<file path="src/rtl/phase_seq_timer.sv">
// Wash-cycle phase sequencer: IDLE->DOOR->FILL->WASH->RINSE->SPIN->IDLE with prescaled tick timing.
// Optional pause support is compiled in with `define TIMER_PAUSE_EN.
module phase_seq_timer #(
    parameter int WIDTH       = 8,
    parameter int PRESCALE    = 1,
    parameter int T_DOOR      = 1,
    parameter int T_FILL      = 2,
    parameter int T_WASH_BASE = 4,
    parameter int T_WASH_STEP = 2,
    parameter int T_RINSE     = 4,
    parameter int T_SPIN      = 8,
    parameter int MAX_LOAD    = 2
) (
    input  logic       clk,
    input  logic       reset,
    input  logic       start,
    input  logic       abort,
    input  logic       pause,
    input  logic [1:0] load,
    output logic [2:0] phase,
    output logic       busy,
    output logic       td,
    output logic       tf,
    output logic       tw,
    output logic       tr,
    output logic       ts,
    output logic       done
);
    localparam int PW = (PRESCALE > 1) ? $clog2(PRESCALE) : 1;
    localparam logic [WIDTH+1:0] DMAX = {2'b00, {WIDTH{1'b1}}};

    typedef enum logic [2:0] {
        IDLE  = 3'd0,
        DOOR  = 3'd1,
        FILL  = 3'd2,
        WASH  = 3'd3,
        RINSE = 3'd4,
        SPIN  = 3'd5
    } state_t;

    state_t           state, state_nx;
    logic [WIDTH-1:0] cnt;
    logic [PW-1:0]    pre;
    logic [1:0]       load_q;
    logic [WIDTH-1:0] dur;
    logic [WIDTH+1:0] wash_raw;
    logic             hold, tick_end, expire, accept;

    // Durations are saturated to the counter range and a zero count behaves as one tick.
    function automatic logic [WIDTH-1:0] sat_dur(input logic [WIDTH+1:0] v);
        if (v > DMAX)
            return DMAX[WIDTH-1:0];
        else if (v == '0)
            return WIDTH'(1);
        else
            return v[WIDTH-1:0];
    endfunction

`ifdef TIMER_PAUSE_EN
    assign hold = pause;
`else
    assign hold = 1'b0;
    logic unused_pause;
    assign unused_pause = pause;
`endif

    assign wash_raw = (WIDTH+2)'(T_WASH_BASE) + (WIDTH+2)'(load_q) * (WIDTH+2)'(T_WASH_STEP);

    always_comb begin
        dur = WIDTH'(1);
        case (state)
            DOOR:    dur = sat_dur((WIDTH+2)'(T_DOOR));
            FILL:    dur = sat_dur((WIDTH+2)'(T_FILL));
            WASH:    dur = sat_dur(wash_raw);
            RINSE:   dur = sat_dur((WIDTH+2)'(T_RINSE));
            SPIN:    dur = sat_dur((WIDTH+2)'(T_SPIN));
            default: dur = WIDTH'(1);
        endcase
    end

    assign tick_end = (pre == PW'(PRESCALE - 1));
    assign expire   = (state != IDLE) && !hold && tick_end && (cnt == dur - WIDTH'(1));
    assign accept   = (state == IDLE) && start && !abort;

    // State register
    always_ff @(posedge clk) begin
        if (reset)
            state <= IDLE;
        else
            state <= state_nx;
    end

    // Next-state logic; abort wins over start and over expiry
    always_comb begin
        state_nx = state;
        if (abort)
            state_nx = IDLE;
        else if (accept)
            state_nx = DOOR;
        else if (expire) begin
            case (state)
                DOOR:    state_nx = FILL;
                FILL:    state_nx = WASH;
                WASH:    state_nx = RINSE;
                RINSE:   state_nx = SPIN;
                default: state_nx = IDLE;
            endcase
        end
    end

    // Output decode
    always_comb begin
        phase = state;
        busy  = (state != IDLE);
    end

    // Tick counter and prescaler restart on every phase entry and freeze while held
    always_ff @(posedge clk) begin
        if (reset || abort || state == IDLE || expire) begin
            cnt <= '0;
            pre <= '0;
        end else if (!hold) begin
            if (tick_end) begin
                pre <= '0;
                cnt <= cnt + WIDTH'(1);
            end else begin
                pre <= pre + PW'(1);
            end
        end
    end

    always_ff @(posedge clk) begin
        if (reset)
            load_q <= '0;
        else if (accept)
            load_q <= (int'(load) > MAX_LOAD) ? 2'(MAX_LOAD) : load;
    end

    // Expiry pulses land in the first cycle of the following phase
    always_ff @(posedge clk) begin
        if (reset || abort) begin
            td   <= 1'b0;
            tf   <= 1'b0;
            tw   <= 1'b0;
            tr   <= 1'b0;
            ts   <= 1'b0;
            done <= 1'b0;
        end else begin
            td   <= expire && (state == DOOR);
            tf   <= expire && (state == FILL);
            tw   <= expire && (state == WASH);
            tr   <= expire && (state == RINSE);
            ts   <= expire && (state == SPIN);
            done <= expire && (state == SPIN);
        end
    end

endmodule
</file>
<file path="config.mk">
export PLATFORM = sky130hd
export DESIGN_NAME = phase_seq_timer
export DESIGN_NICKNAME = d
export VERILOG_FILES = /design/src/rtl/phase_seq_timer.sv
export SDC_FILE = /design/constraint.sdc
export NUM_CORES = 1
export LEC_CHECK = 0
export ABC_AREA = 1
export CELL_PAD_IN_SITES_DETAIL_PLACEMENT = 1
export CELL_PAD_IN_SITES_GLOBAL_PLACEMENT = 2
export CORE_MARGIN = 4
export CORE_UTILIZATION = 32
export CTS_BUF_LIST = sky130_fd_sc_hd__clkbuf_4 sky130_fd_sc_hd__clkbuf_8
export CTS_CLUSTER_DIAMETER = 40
export DETAILED_ROUTE_END_ITERATION = 7
export PLACE_DENSITY_LB_ADDON = 0.05
export SYNTH_ARGS = -nofsm -noshare
export SYNTH_HDL_FRONTEND = slang
export SYNTH_SLANG_ARGS = --single-unit
</file>
<file path="constraint.sdc">
create_clock -name clk -period 5 [get_ports clk]
set_input_delay 1.5 -clock clk [delete_from_list [all_inputs] [get_ports clk]]
set_output_delay 1.5 -clock clk [all_outputs]
set_load 0.1 [all_outputs]
</file>
# Word level (Yosys, flattened, before mapping)
# Index checks and enable logic that the tools add are counted.
# op_classes
n_addsub,4
order_cmp,2
eq_ne,6
muxes,7
bitwise_logic,1
n_reduce_logical,20
# op_table
cell,n
8-bit case mux with 4 select lines,1
3-bit case mux with 4 select lines,1
10-bit zero test,1
1-bit logical AND,9
"8-bit by 1-bit adder with 8-bit output, second input constant",1
8-bit == test,1
"4-bit by 8-bit greater-than comparator with 1-bit output, second input constant",1
8-bit 2-to-1 mux,1
"8-bit by 1-bit subtractor with 8-bit output, second input constant",1
"3-bit by 2-bit == test with 1-bit output, second input constant",2
"3-bit == test, second input constant",2
"3-bit by 3-bit adder with 4-bit output, first input constant",1
4-bit 2-to-1 mux,1
2-bit OR reduction,2
"3-bit by 1-bit == test with 1-bit output, second input constant",1
3-bit zero test,1
1-bit logical OR,3
3-bit nonzero test,1
3-bit OR reduction,1
"2-bit greater-than comparator, second input constant",1
1-bit 2-to-1 mux,2
2-bit 2-to-1 mux,1
2-bit nonzero test,1
"1-bit adder, second input constant",1
other kinds (2),2
# word_totals
register_bits,19
output_inout_bits,10

# Longest topological paths before layout
# depth
ltp_word,10
mapped_depth,19

# Worst setup path after synthesis
# OpenSTA, ideal clock, no wires.
# synth_timing
path_kind,register to output
start,"register state[0], in the netlist phase[0]"
end,output busy
arrival_time_ns,2.036
required_time_ns,3.500
path_slack_ns,1.464
path_stages_with_launch,3
n_path_buf,0
cell_sequence,dfxtp_1 -> nor2_1 -> nand2_1
# synth_via
elab_chain_len,1
# synth_rtl
element,line,source
from (decl),41,"state_t state, state_nx;"
from (signal assigned),90,state <= state_nx;
3-bit nonzero test,114,busy = (state != IDLE);
to (decl),21,"output logic busy,"
# Every way passes these cells.

# Final worst setup path
# layout_timing
start,"register state[2], in the netlist phase[2]"
end,output busy
# The elaborated chain is that of the path after synthesis.

==> key figures <==
Pwr
  • VDD IR-drop max: 0.0673 mV
  • Power density cells: 204 mW/mm^2
  • Pwr Total: 0.255 mW
  • Leakage: 0.496 nW

Final layout
  • Layout Nets: 172
  • Layout cells sized above 1: 13.0%
  • Antenna Cells: 0
  • Fill cell count: 406
  • Area grow syn2layout: 21.4%

Timing
  • Max-slew violations: 0
  • Final TNS setup: 0 ns
  • Period minus WS final: 3.82 ns
  • Clk_skew: 0.00111 ns
  • Slew HR: 34.5%
  • Final worst path period share: 76.3%
  • Final setup violation count: 0
  • RSZ-0062 raised after global routing: no
  • Hold Fails Final Rpt: 0
  • Fmax: 0.262 GHz
  • Slew @ Worst Pin: 0.979 ns

Synth
  • Area leader, netlist: dfxtp_1
  • Syn avg cell area: 7.15 um^2
  • Warnings, synthesis: 0
  • Top cells by area, synth: dfxtp_1 37%, nand2_1 9.8%, nor2_1 9.8%
  • Cell area after synthesis: 0.00103 mm^2
  • Post-synth EDFFs: 0
  • List of most frequent post-synthesis cells: 27 x nand2_1, 27 x nor2_1, 19 x dfxtp_1, 16 x inv_1, 13 x nand3_1
  • Library cells used by synthesis: 29
  • Yosys top cell area share: 36.9%
  • Top_reg_cell synth: dfxtp_1
  • Net Count, Synth: 154
  • Synth async-reset ratio: 0%
  • Synth Register Bits: 19
  • Synth Instances: 144
  • Post-synthesis sequential area ratio: 36.9%

Placed design
  • Final GP Congestion: 0.772
  • Port bufs: 15
  • Dpl hpwl: 2.00 mm

Floorplan
  • CORE AREA: 0.00308 mm^2
  • Io pins: 17
  • Die Ht: 64.7 um
  • Row count: 20
  • Total die area: 0.00419 mm^2
  • Starting Density: 33.5%
  • Width of the die: 64.7 um

Worst setup path
  • CP startpoint kind: flip-flop
  • CP Data Arrival Time: 2.32 ns
  • Critical Path Fanout Max: 9
  • CP Cell Sequence: inv_2 > nand2_1 > clkdlybuf4s50_1
  • Setup crit end kind: output port
  • CP max stage delay: 1.17 ns
  • CP max stage cell: clkdlybuf4s50_1
  • Worst R2R Start: phase[2]$_SDFFE_PP0P_
  • Crit path launch: phase[2]$_SDFFE_PP0P_
  • CP top delay family: buffers and inverters
  • WP buf/inv: 2
  • Required time worst endpoint: 3.50 ns
  • Crit Path Class: reg2out

Global route
  • Tot GR Track Use: 12.9%
  • Vias in the first global route: 940
  • Initial antenna violation count: 0
  • Largest net degree at the start of global routing: 11
  • Total grt overflow: 0
  • Global-route wire length before repair: 4.26 mm

Clocking
  • Register clock-pin slew on the reported worst setup and hold paths: 0.11 ns
  • TritonCTS clock tree: done
  • Cts bufs inserted: 3
  • CTS sink count: 19
  • PostCTS Resize Cnt: 0
  • Clock Latency Late Sink: 0.29 ns
  • Post-CTS Setup Inserts: 0
  • Htree depth: 1
  • Root Driver: clkbuf_4
  • Hold_buf cts: 0
  • CTS max path bufs: 2

Run
  • Max cap viols: 0

Status
  • Status: finished, final reports clean

Drt
  • # DRC: 0
  • Starting DRC count in detailed routing: 18
  • Routed WL: 2.37 mm
  • Drt wl/cell: 11.6 um
  • Average via count per standard cell: 4.50
  • DR vias: 922
  • Post-route ant nets: 0
  • DR pass1 iterations: 3

Hold path
  • Hold Crit Class: reg2reg
  • Hold wc startpoint: load_q[1]$_SDFFE_PP0P_
==> metrics by stage <==
step	hold slack, ns	cells	worst slack, ns	cell area (um^2)	util [%]
3_5_place_dp	0.511	201	1.49	1220	39.6
6_report	0.520	205	1.18	1250	40.6
5_1_grt	0.548	205	1.03	1250	40.6
2_1_floorplan	0.470	144	1.46	1030	-
4_1_cts	0.532	205	1.15	1250	40.6
3_3_place_gp	0.503	201	1.52	1220	39.6
==> cells in the final DEF, fill, tap and decap left out, types with 2 or more instances in the layout <==
cell type,Yosys,final
nand2_1,27,27
nor2_1,27,27
dfxtp_1,19,19
inv_1,16,16
clkdlybuf4s50_1,0,15
nand3_1,13,13
nand2_2,5,5
xor2_1,4,4
clkbuf_4,0,4
a21oi_1,3,3
nor3_2,3,3
ha_1,3,3
xnor2_1,2,2
nor2_2,2,2
nor3_1,2,2
o21ai_0,2,2
==> logic make-up (layout without fill, tap and decap cells) <==
family	Yosys count	in the layout	synth area share, %
other	1	1	0.364
DFF	19	19	36.9
and+or+nand+nor	86	86	40.6
AOI/OAI and AO/OA	9	9	5.22
adders and majority gates	3	3	3.65
xor gates and xnor gates	6	6	5.10
buffers and inverters	20	37	8.14
==> registers in the layout, indices dropped and copies added, names as in the netlist <==
register and cells:
cnt 8, done 1, load_q 2, phase 3, pre 1, td 1
tf 1, tr 1, tw 1
==> path summary, 6_finish.rpt <==
path	end	slack, ns	cells past startpoint
setup / recovery	busy	1.18	3
hold reg to reg	load_q[1]$_SDFFE_PP0P_	0.52	2
hold / removal	load_q[1]$_SDFFE_PP0P_	0.52	2
setup reg to reg	phase[2]$_SDFFE_PP0P_	2.40	18
==> per-layer routing <==
| layer | GRT usage (%) | wire, um | vias to the layer above | part of all wire, % |
|---|---|---|---|---|
| li1 | - | - | 485 | - |
| met1 | 18.5 | 1230 | 423 | 52 |
| met2 | 20.1 | 1050 | 12 | 44 |
| met3 | 2.08 | 72 | 2 | 3.0 |
| met4 | 3.17 | 15 | 0 | 0.63 |
| met5 | 0 | 0 | - | 0 |
==> power by group <==
group	internal, mW	switching, mW	leakage [nW]
registers	0.153	0.00131	0.154
logic	0.00657	0.00919	0.324
clock network	0.0364	0.0483	0.0184
==> tightest hold or removal path, stage by stage, from the launching register on <==
cell      delay (ns)
dfxtp_1         0.33
inv_1           0.08
a211oi_1        0.07
==> final cells by class <==
cell class / instances / area [um^2] / share of cell area (%)
clock buffers: 4 / 30.0 / 2.40
multi-input cells: 105 / 566 / 45.2
repair buffers: 15 / 150 / 12.0
inverters: 18 / 68.8 / 5.51
flip-flops and latches: 19 / 380 / 30.4
well taps: 44 / 55.1 / 4.40
Power figures use the tool's default switching activity.
